$ cat src/rtl/ps2_pkg.sv
// Shared constants, receiver state encoding and the scancode set 2 to ASCII
// translation table for the PS/2 keyboard front end.
package ps2_pkg;

  localparam logic [7:0] SC_E0     = 8'hE0;
  localparam logic [7:0] SC_E1     = 8'hE1;
  localparam logic [7:0] SC_F0     = 8'hF0;

  localparam logic [7:0] SC_LSHIFT = 8'h12;
  localparam logic [7:0] SC_RSHIFT = 8'h59;
  localparam logic [7:0] SC_CTRL   = 8'h14;
  localparam logic [7:0] SC_CAPS   = 8'h58;

  localparam logic [7:0] K_UP      = 8'h80;
  localparam logic [7:0] K_DOWN    = 8'h81;
  localparam logic [7:0] K_LEFT    = 8'h82;
  localparam logic [7:0] K_RIGHT   = 8'h83;
  localparam logic [7:0] K_ENTER   = 8'h0D;
  localparam logic [7:0] K_BS      = 8'h08;
  localparam logic [7:0] K_ESC     = 8'h1B;

  typedef enum logic [1:0] {RX_IDLE, RX_DATA, RX_PARITY, RX_STOP} rx_state_t;

  // Returns {valid, ascii}. Letters always come back lowercase; the caller
  // applies caps/shift/ctrl to them.
  function automatic logic [8:0] translate(input logic [7:0] code,
                                           input logic shift,
                                           input logic ext);
    logic       v;
    logic [7:0] a;
    v = 1'b1;
    a = 8'h00;
    if (ext) begin
      case (code)
        8'h75:   a = K_UP;
        8'h72:   a = K_DOWN;
        8'h6B:   a = K_LEFT;
        8'h74:   a = K_RIGHT;
        8'h5A:   a = K_ENTER;
        default: v = 1'b0;
      endcase
    end else begin
      case (code)
        8'h1C: a = "a";  8'h32: a = "b";  8'h21: a = "c";  8'h23: a = "d";
        8'h24: a = "e";  8'h2B: a = "f";  8'h34: a = "g";  8'h33: a = "h";
        8'h43: a = "i";  8'h3B: a = "j";  8'h42: a = "k";  8'h4B: a = "l";
        8'h3A: a = "m";  8'h31: a = "n";  8'h44: a = "o";  8'h4D: a = "p";
        8'h15: a = "q";  8'h2D: a = "r";  8'h1B: a = "s";  8'h2C: a = "t";
        8'h3C: a = "u";  8'h2A: a = "v";  8'h1D: a = "w";  8'h22: a = "x";
        8'h35: a = "y";  8'h1A: a = "z";
        8'h16: a = shift ? "!" : "1";
        8'h1E: a = shift ? "@" : "2";
        8'h26: a = shift ? "#" : "3";
        8'h25: a = shift ? "$" : "4";
        8'h2E: a = shift ? "%" : "5";
        8'h36: a = shift ? "^" : "6";
        8'h3D: a = shift ? "&" : "7";
        8'h3E: a = shift ? "*" : "8";
        8'h46: a = shift ? "(" : "9";
        8'h45: a = shift ? ")" : "0";
        8'h0E: a = shift ? "~" : 8'h60;
        8'h4E: a = shift ? "_" : "-";
        8'h55: a = shift ? "+" : "=";
        8'h54: a = shift ? "{" : "[";
        8'h5B: a = shift ? "}" : "]";
        8'h5D: a = shift ? "|" : "\\";
        8'h4C: a = shift ? ":" : ";";
        8'h52: a = shift ? "\"" : "'";
        8'h41: a = shift ? "<" : ",";
        8'h49: a = shift ? ">" : ".";
        8'h4A: a = shift ? "?" : "/";
        8'h29: a = 8'h20;
        8'h5A: a = K_ENTER;
        8'h66: a = K_BS;
        8'h0D: a = 8'h09;
        8'h76: a = K_ESC;
        default: v = 1'b0;
      endcase
    end
    return {v, a};
  endfunction

endpackage

$ cat src/rtl/ps2_rx.sv
// PS/2 frame receiver: pin synchronisers, clock glitch filter, 11-bit frame
// FSM with odd-parity/stop checking and an inactivity watchdog.
module ps2_rx
  import ps2_pkg::*;
#(
  parameter int FILTER  = 8,
  parameter int TIMEOUT = 25000
) (
  input  logic       clock,
  input  logic       reset,
  input  logic       ps2_clk,
  input  logic       ps2_dat,
  output logic [7:0] data,
  output logic       strobe,
  output logic       err
);
  localparam int FW = $clog2(FILTER + 1);
  localparam int WW = $clog2(TIMEOUT + 1);

  logic [1:0]    clk_sync, dat_sync;
  logic          clk_filt, fall;
  logic [FW-1:0] filt_cnt;
  logic [WW-1:0] wd_cnt;
  logic [2:0]    bit_cnt;
  logic          parity, wd_expired, strobe_next, err_next;
  rx_state_t     state_reg, state_next;

  // Filtered clock idles high so reset never produces a phantom falling edge.
  always_ff @(posedge clock or posedge reset) begin
    if (reset) begin
      clk_sync <= 2'b11;
      dat_sync <= 2'b11;
      clk_filt <= 1'b1;
      filt_cnt <= '0;
      fall     <= 1'b0;
    end else begin
      clk_sync <= {clk_sync[0], ps2_clk};
      dat_sync <= {dat_sync[0], ps2_dat};
      fall     <= 1'b0;
      if (clk_sync[1] == clk_filt) begin
        filt_cnt <= '0;
      end else if (filt_cnt == FW'(FILTER - 1)) begin
        clk_filt <= clk_sync[1];
        filt_cnt <= '0;
        fall     <= clk_filt;
      end else begin
        filt_cnt <= filt_cnt + FW'(1);
      end
    end
  end

  assign wd_expired = (state_reg != RX_IDLE) && (wd_cnt == WW'(TIMEOUT - 1));

  always_comb begin
    state_next  = state_reg;
    strobe_next = 1'b0;
    err_next    = 1'b0;
    if (fall) begin
      case (state_reg)
        RX_IDLE:   if (!dat_sync[1]) state_next = RX_DATA;
        RX_DATA:   if (bit_cnt == 3'd7) state_next = RX_PARITY;
        RX_PARITY: state_next = RX_STOP;
        RX_STOP: begin
          state_next = RX_IDLE;
          if (dat_sync[1] && (^{data, parity})) strobe_next = 1'b1;
          else err_next = 1'b1;
        end
        default:   state_next = RX_IDLE;
      endcase
    end else if (wd_expired) begin
      state_next = RX_IDLE;
    end
  end

  always_ff @(posedge clock or posedge reset) begin
    if (reset) begin
      state_reg <= RX_IDLE;
      data      <= 8'h00;
      bit_cnt   <= 3'd0;
      parity    <= 1'b0;
      strobe    <= 1'b0;
      err       <= 1'b0;
      wd_cnt    <= '0;
    end else begin
      state_reg <= state_next;
      strobe    <= strobe_next;
      err       <= err_next;
      if (fall || state_reg == RX_IDLE) wd_cnt <= '0;
      else wd_cnt <= wd_cnt + WW'(1);
      if (fall) begin
        case (state_reg)
          RX_IDLE:   bit_cnt <= 3'd0;
          RX_DATA: begin
            data    <= {dat_sync[1], data[7:1]};
            bit_cnt <= bit_cnt + 3'd1;
          end
          RX_PARITY: parity <= dat_sync[1];
          default:   ;
        endcase
      end
    end
  end

endmodule

$ cat src/rtl/ps2_keyboard.sv
// PS/2 keyboard front end: receives set 2 scancodes, tracks prefixes and
// modifiers, and emits one kdone strobe with an ASCII code per key make.
module ps2_keyboard
  import ps2_pkg::*;
#(
  parameter int FILTER  = 8,
  parameter int TIMEOUT = 25000
) (
  input  logic       clock,
  input  logic       reset,
  input  logic       ps2_clk,
  input  logic       ps2_dat,
  output logic       kdone,
  output logic [7:0] ascii,
  output logic       err
);
  logic [7:0] rx_byte;
  logic       rx_strobe;
  logic       brk, ext, lshift, rshift, ctrl, caps;
  logic [2:0] skip;
  logic       shift, is_letter;
  logic [8:0] base, glyph;
  logic [7:0] key;

  ps2_rx #(.FILTER(FILTER), .TIMEOUT(TIMEOUT)) u_rx (
    .clock   (clock),
    .reset   (reset),
    .ps2_clk (ps2_clk),
    .ps2_dat (ps2_dat),
    .data    (rx_byte),
    .strobe  (rx_strobe),
    .err     (err)
  );

  assign shift = lshift | rshift;

  // Ctrl+letter gives the control code; uppercase and lowercase share it.
  always_comb begin
    base      = translate(rx_byte, 1'b0, ext);
    glyph     = translate(rx_byte, shift, ext);
    is_letter = base[8] && !ext && (base[7:0] >= "a") && (base[7:0] <= "z");
    key       = glyph[7:0];
    if (is_letter) begin
      if (ctrl)              key = base[7:0] & 8'h1F;
      else if (shift ^ caps) key = base[7:0] - 8'h20;
      else                   key = base[7:0];
    end
  end

  always_ff @(posedge clock or posedge reset) begin
    if (reset) begin
      kdone  <= 1'b0;
      ascii  <= 8'h00;
      brk    <= 1'b0;
      ext    <= 1'b0;
      lshift <= 1'b0;
      rshift <= 1'b0;
      ctrl   <= 1'b0;
      caps   <= 1'b0;
      skip   <= 3'd0;
    end else begin
      kdone <= 1'b0;
      if (rx_strobe) begin
        if (skip != 3'd0) begin
          skip <= skip - 3'd1;
        end else if (rx_byte == SC_E1) begin
          skip <= 3'd7;
        end else if (rx_byte == SC_E0) begin
          ext <= 1'b1;
        end else if (rx_byte == SC_F0) begin
          brk <= 1'b1;
        end else begin
          brk <= 1'b0;
          ext <= 1'b0;
          // Extended shift codes are the keyboard's fake shifts and are dropped.
          case (rx_byte)
            SC_LSHIFT: if (!ext) lshift <= !brk;
            SC_RSHIFT: if (!ext) rshift <= !brk;
            SC_CTRL:   ctrl <= !brk;
            SC_CAPS:   if (!brk) caps <= !caps;
            default: begin
              if (!brk && glyph[8]) begin
                kdone <= 1'b1;
                ascii <= key;
              end
            end
          endcase
        end
      end
    end
  end

endmodule

$ cat config.mk
export PLATFORM = sky130hd
export DESIGN_NAME = ps2_keyboard
export DESIGN_NICKNAME = d
export VERILOG_FILES = /design/src/rtl/ps2_pkg.sv /design/src/rtl/ps2_rx.sv /design/src/rtl/ps2_keyboard.sv
export SDC_FILE = /design/constraint.sdc
export NUM_CORES = 1
export LEC_CHECK = 0
export ABC_CLOCK_PERIOD_IN_PS = 6400
export CORE_ASPECT_RATIO = 1.2
export CORE_MARGIN = 2
export CORE_UTILIZATION = 38
export DETAILED_ROUTE_END_ITERATION = 7
export GPL_TIMING_DRIVEN = 0
export HOLD_SLACK_MARGIN = 0.06
export PLACE_DENSITY = 0.54
export SLEW_MARGIN = 20
export SYNTH_ARGS = -nofsm -noshare
export SYNTH_HDL_FRONTEND = slang
export SYNTH_HIERARCHICAL = 1
export SYNTH_SLANG_ARGS = --single-unit
export TNS_END_PERCENT = 30
$ cat constraint.sdc
create_clock -name clock -period 6.4 [get_ports clock]
set_input_delay 1.28 -clock clock [delete_from_list [all_inputs] [get_ports clock]]
set_output_delay 1.28 -clock clock [all_outputs]
set_load 0.02 [all_outputs]
; ---- After elaboration in Yosys (flattened, before gate mapping)
; Cells that the tools add are included.
[classes]
n_addsub = 5
order_cmp = 2
n_eq_ne = 73
mux = 61
bitwise = 10
reduce_logical = 33
[ops]
columns = op, n
row1 = case mux 7 bit (52 select lines), 2
row2 = equality test 8 x 7 -> 1 bit (second input constant), 26
row3 = equality test 8 x 6 -> 1 bit (second input constant), 23
row4 = equality test 8 x 5 -> 1 bit (second input constant), 9
row5 = two-way mux 5 bit, 13
row6 = OR reduction 52 bit, 1
row7 = two-way mux 8 bit, 5
row8 = case mux 8 bit (5 select lines), 1
row9 = AND reduction 7 bit, 4
row10 = equality test 8 bit (second input constant), 3
row11 = two-way mux 1 bit, 22
row12 = two-way mux 7 bit, 3
row13 = two-way mux 6 bit, 3
row14 = equality test 8 x 4 -> 1 bit (second input constant), 2
row15 = adder 15 x 1 -> 15 bit (second input constant), 1
row16 = equality test 15 bit (second input constant), 1
row17 = two-way mux 15 bit, 1
row18 = AND reduction 2 bit, 5
row19 = two-way mux 3 bit, 3
row20 = XOR reduction 9 bit, 1
row21 = greater-or-equal comparator 8 x 7 -> 1 bit (second input constant), 1
row22 = <= comparator 8 x 7 -> 1 bit (second input constant), 1
row23 = two-way mux 2 bit, 4
row24 = two-way mux 4 bit, 2
row25 = 27 further kinds, 47
[totals]
regBits = 59
inputBits = 4
elab_cells = 205

; ---- Longest topological paths before layout
[logic_depth]
ltp_word = 12
ltp_mapped = 13
mapped_depth_nobuf = 10

; ---- Cells and area by module
; The synthesis kept the hierarchy.
[modules_own_cells]
columns = module, n_inst, cells_per_inst, area_per_inst_um2
row1 = ps2_keyboard, 1, 362, 2792.7
row2 = ps2_rx, 1, 162, 1868.0

; ---- Least setup slack after synthesis
; OpenSTA, ideal clock, no wires.
[synth_path]
kind = reg-to-reg
startpoint = register u_rx.data[5]
endpoint = register ascii[6]
setup_time_ns = 0.127
t_arrival_ns = 2.657
required_ns = 6.273
setup_slack_ns = 3.616
path_stages_with_launch = 13
period_less_slack_ns = 2.784
cell_sequence = dfrtp_1 > buf_6 > or4b_4 > buf_6 > o22a_4 > o2111ai_2 > nor2_2 > a41oi_4 > o21ai_1 > ha_1 > nor3b_1 > a311oi_1 > o21ai_1
[synth_via]
elab_chain_cells = 8
elab_cells_between_ends = 89
[synth_rtl]
columns = element, line
row1 = start: declaration, ps2_rx.sv:13  ; output logic [7:0] data,
row2 = start signal: assignment, ps2_rx.sv:94  ; data <= {dat_sync[1], data[7:1]};
row3 = "parallel branches: the longest is 8 deep, another holds subtractor 8 x 6 -> 8 bit", -
row4 = end signal: assignment, ps2_keyboard.sv:84  ; ascii <= key;
row5 = end: declaration, ps2_keyboard.sv:14  ; output logic [7:0] ascii,
; Several ways; the timed one is not identified.
; A chain may end at the register's enable or synchronous reset.

; ---- Worst setup path in the final report
[layout_path]
startpoint = register u_rx.data[4]
endpoint = register ascii[6]
; Same word-level chain as after synthesis.

==> results.sh <==
export IMPL_status="finished, final reports clean"
export IMPL_cp_cell_sequence="buf_6, nor4b_2, nand2_1, o311a_1, and3_1, a41oi_4, o21ai_1, ha_1, nor3b_1, a311oi_1, o21ai_1"
export IMPL_antenna_found_initial=0
export IMPL_fill_cells=1183
export IMPL_largest_reg_flops=15
export IMPL_ys_types=87
export IMPL_final_setup_tns_ns=0
export IMPL_drv_slew=0
export IMPL_via_per_inst=6.158
export IMPL_hold_viol=0
export IMPL_synth_area_um2=4661
export IMPL_r2r_start="u_rx/data[4]"
export IMPL_cts_sinks=59
export IMPL_timing_hold_ws_ns=0.3527
export IMPL_htree_levels=3
export IMPL_crit_top_cell="o21ai_1"
export IMPL_ant_nets=0
export IMPL_synthMostInstantiatedCell="dfrtp_1"
export IMPL_ys_seq_area_share_pct=31.81
export IMPL_critical_path_arrival_ns=3.82
export IMPL_slowest_stage="nor4b_2"
export IMPL_dp_hpwl_um=11510
export IMPL_ys_flop_type="dfrtp_1"
export IMPL_grt_pass1_wl_um=24520
export IMPL_dieWidth_um=105.1
export IMPL_finClkSkew_ns=0.01012
export IMPL_tightest_slew_ns=0.9884
export IMPL_io_buffers=13
export IMPL_num_rows=44
export IMPL_fin_ws_ns=2.792
export IMPL_min_period_ns=3.608
export IMPL_layout_area_overhead_vs_synth_pct=14.04
export IMPL_leakage_nw=2.119
export IMPL_maxCapViolCount=0
export IMPL_netlist_top_cells_count="dfrtp_1 (54), nor2_1 (52), nand2_1 (34)"
export IMPL_syn_inst=524
export IMPL_fmax_mhz=277.2
export IMPL_io_pins=14
export IMPL_preCtsSetupSlack_ns=2.853
export IMPL_nets=564
export IMPL_cts_resized=0
export IMPL_drc=0
export IMPL_layout_drive_gt1_share_pct=15.16
export IMPL_slowest_delay_ns=0.85
export IMPL_initial_core_util_pct=38.66
export IMPL_synth_area_top_cells="dfrtp_1 (29%), nor2_1 (4.2%), ha_1 (3.0%), dfstp_2 (2.8%), nand2_1 (2.7%)"
export IMPL_crit_required_ns=6.61
export IMPL_routed_wl_um=15150
export IMPL_track_usage_pct=24.16
export IMPL_tritoncts="yes"
export IMPL_core_um2=12060
export IMPL_dr_total_vias=4403
export IMPL_cp_start_kind="flop"
export IMPL_maxSlewHeadroom_pct=33.93
export IMPL_grt_max_degree=33
export IMPL_rsz0062_at_grt="false"
export IMPL_startpoint="u_rx/data[4]"
export IMPL_ctsHoldBuffers=0
export IMPL_crit_type="flop to flop"
export IMPL_die_h_um=125.3
export IMPL_wl_per_cell_um=21.19
export IMPL_synth_warnings=6
export IMPL_finalPower_mw=0.9093
export IMPL_fin_crit_sh_pct=56.37
export IMPL_num_antenna_cells=0
export IMPL_dieArea_um2=13170
export IMPL_cts_buffers=9
export IMPL_synth_area_leader_cell="dfrtp_1"
export IMPL_synth_avg_cell_area_um2=8.895
export IMPL_report_final_setup_viol=0
export IMPL_synth_edf_count=0
export IMPL_reg_top3="u_rx/wd_cnt (15), ascii (8), u_rx/data (8)"
export IMPL_hp_class="flop to flop"
export IMPL_synth_top_area_share_pct=28.99
export IMPL_clk_pin_slew_ns=0.05
export IMPL_place_inst=699
export IMPL_first_pass_iters=5
export IMPL_syn_num_nets=539
export IMPL_peakVddDrop_uv=185.3
export IMPL_cts_buffer_depth=2
export IMPL_cp_max_fo=10
export IMPL_min_from="u_rx/dat_sync[0]"
export IMPL_async_reset_ff_share_pct=100.0
export IMPL_ys_seq_elements=59
export IMPL_drt_initial_drc_count=294
export IMPL_gp_congestion=0.9918
export IMPL_p_per_area_nw_per_um2=171.1
export IMPL_grt_overflow_total=0
export IMPL_root_buffer="clkbuf_16"
export IMPL_postCtsSetupRepairBufs=0
export IMPL_largest_register="u_rx/wd_cnt"
export IMPL_worstSkewPairLatency_ns=0.34
export IMPL_grt_pass1_vias=4416
export IMPL_final_instance_count_excl_fill=715
export IMPL_endpoint_kind="flop"
## worst paths after layout
| kind | to | slack [ns] | depth (start not counted) |
|---|---|---|---|
| max | ascii[6] | 2.79 | 11 |
| max in group asynchronous | ascii[6] | 4.55 | 2 |
| min in group asynchronous | u_rx/wd_cnt[11] | 1.23 | 2 |
| max reg2reg | ascii[6] | 2.79 | 11 |
| min | u_rx/dat_sync[1] | 0.35 | 0 |
| min reg2reg | u_rx/dat_sync[1] | 0.35 | 0 |
## per-stage QoR
step	util [%]	area [um2]
after detailed placement	41.63	5019
after global placement	41.41	4992
after floorplan	-	4661
after global routing	44.08	5315
after CTS	44.08	5315
final	44.08	5315
## cells in the final DEF (no fill, tap or decap), types with 5 or more instances in the layout
master / instances
o22ai_1: 11
xnor2_1: 14
nand2b_1: 9
nand3b_1: 5
nor3_1: 17
nor4_1: 6
and3_1: 6
nand3_1: 22
dfrtp_1: 54
inv_1: 16
buf_6: 5
or3_1: 7
a32o_1: 5
a21oi_1: 21
nand4_1: 9
dfstp_2: 5
o21ai_0: 20
nand4bb_1: 5
o21ai_1: 7
ha_1: 11
nor2b_1: 6
buf_2: 20
mux2_2: 5
xor2_1: 7
a31oi_1: 7
clkdlybuf4s50_1: 13
o211ai_1: 6
clkbuf_16: 9
a32oi_1: 5
nor2_1: 52
nand2_1: 34
clkbuf_1: 11
mux2i_1: 7
nor3b_1: 10
## power by group
part / internal, mW / switching [mW] / leakage (nW)
Combinational: 0.0155 / 0.0174 / 1.18
Clock: 0.311 / 0.169 / 0.139
Sequential: 0.388 / 0.00835 / 0.805
Total: 0.714 / 0.195 / 2.12
## logic make-up after synthesis
group                      synth area share, %
xor gates and xnor gates                 4.913
and+or+nand+nor                          31.14
buffers and inverters                    6.174
DFF                                      31.81
adders and majority gates                2.953
muxes                                    3.678
AOI/OAI and AO/OA                        19.33
## metal layers
layer,global-route usage [%],up-vias,share of wire (%)
li1,-,2016,-
met1,27.87,2118,39
met2,40.22,201,49
met3,4.901,68,5.9
met4,16.31,0,6.4
met5,0,-,0
## worst max-delay path, delay by kind of cell (launching register included)
kind | cells | cell delay, ns
buffers and inverters | 1 | 0.19
adder cells (fa/ha/maj) | 1 | 0.31
AO/OA/AOI/OAI | 5 | 1.08
flip-flops | 1 | 0.48
AND/OR/NAND/NOR | 4 | 1.42
## area by class of cell
class                      instances  area [um2]  share of cell area [%]
timing repair buffer              14       150.1                   2.825
multi-input combinational        409        2897                   54.50
clock inverter                     4       50.05                  0.9416
sequential                        59        1483                   27.90
tap                              161       201.4                   3.790
buffer                            38       220.2                   4.143
inverter                          18       67.56                   1.271
clock buffer                      12       246.5                   4.637
Power figures use the tool's default switching activity.
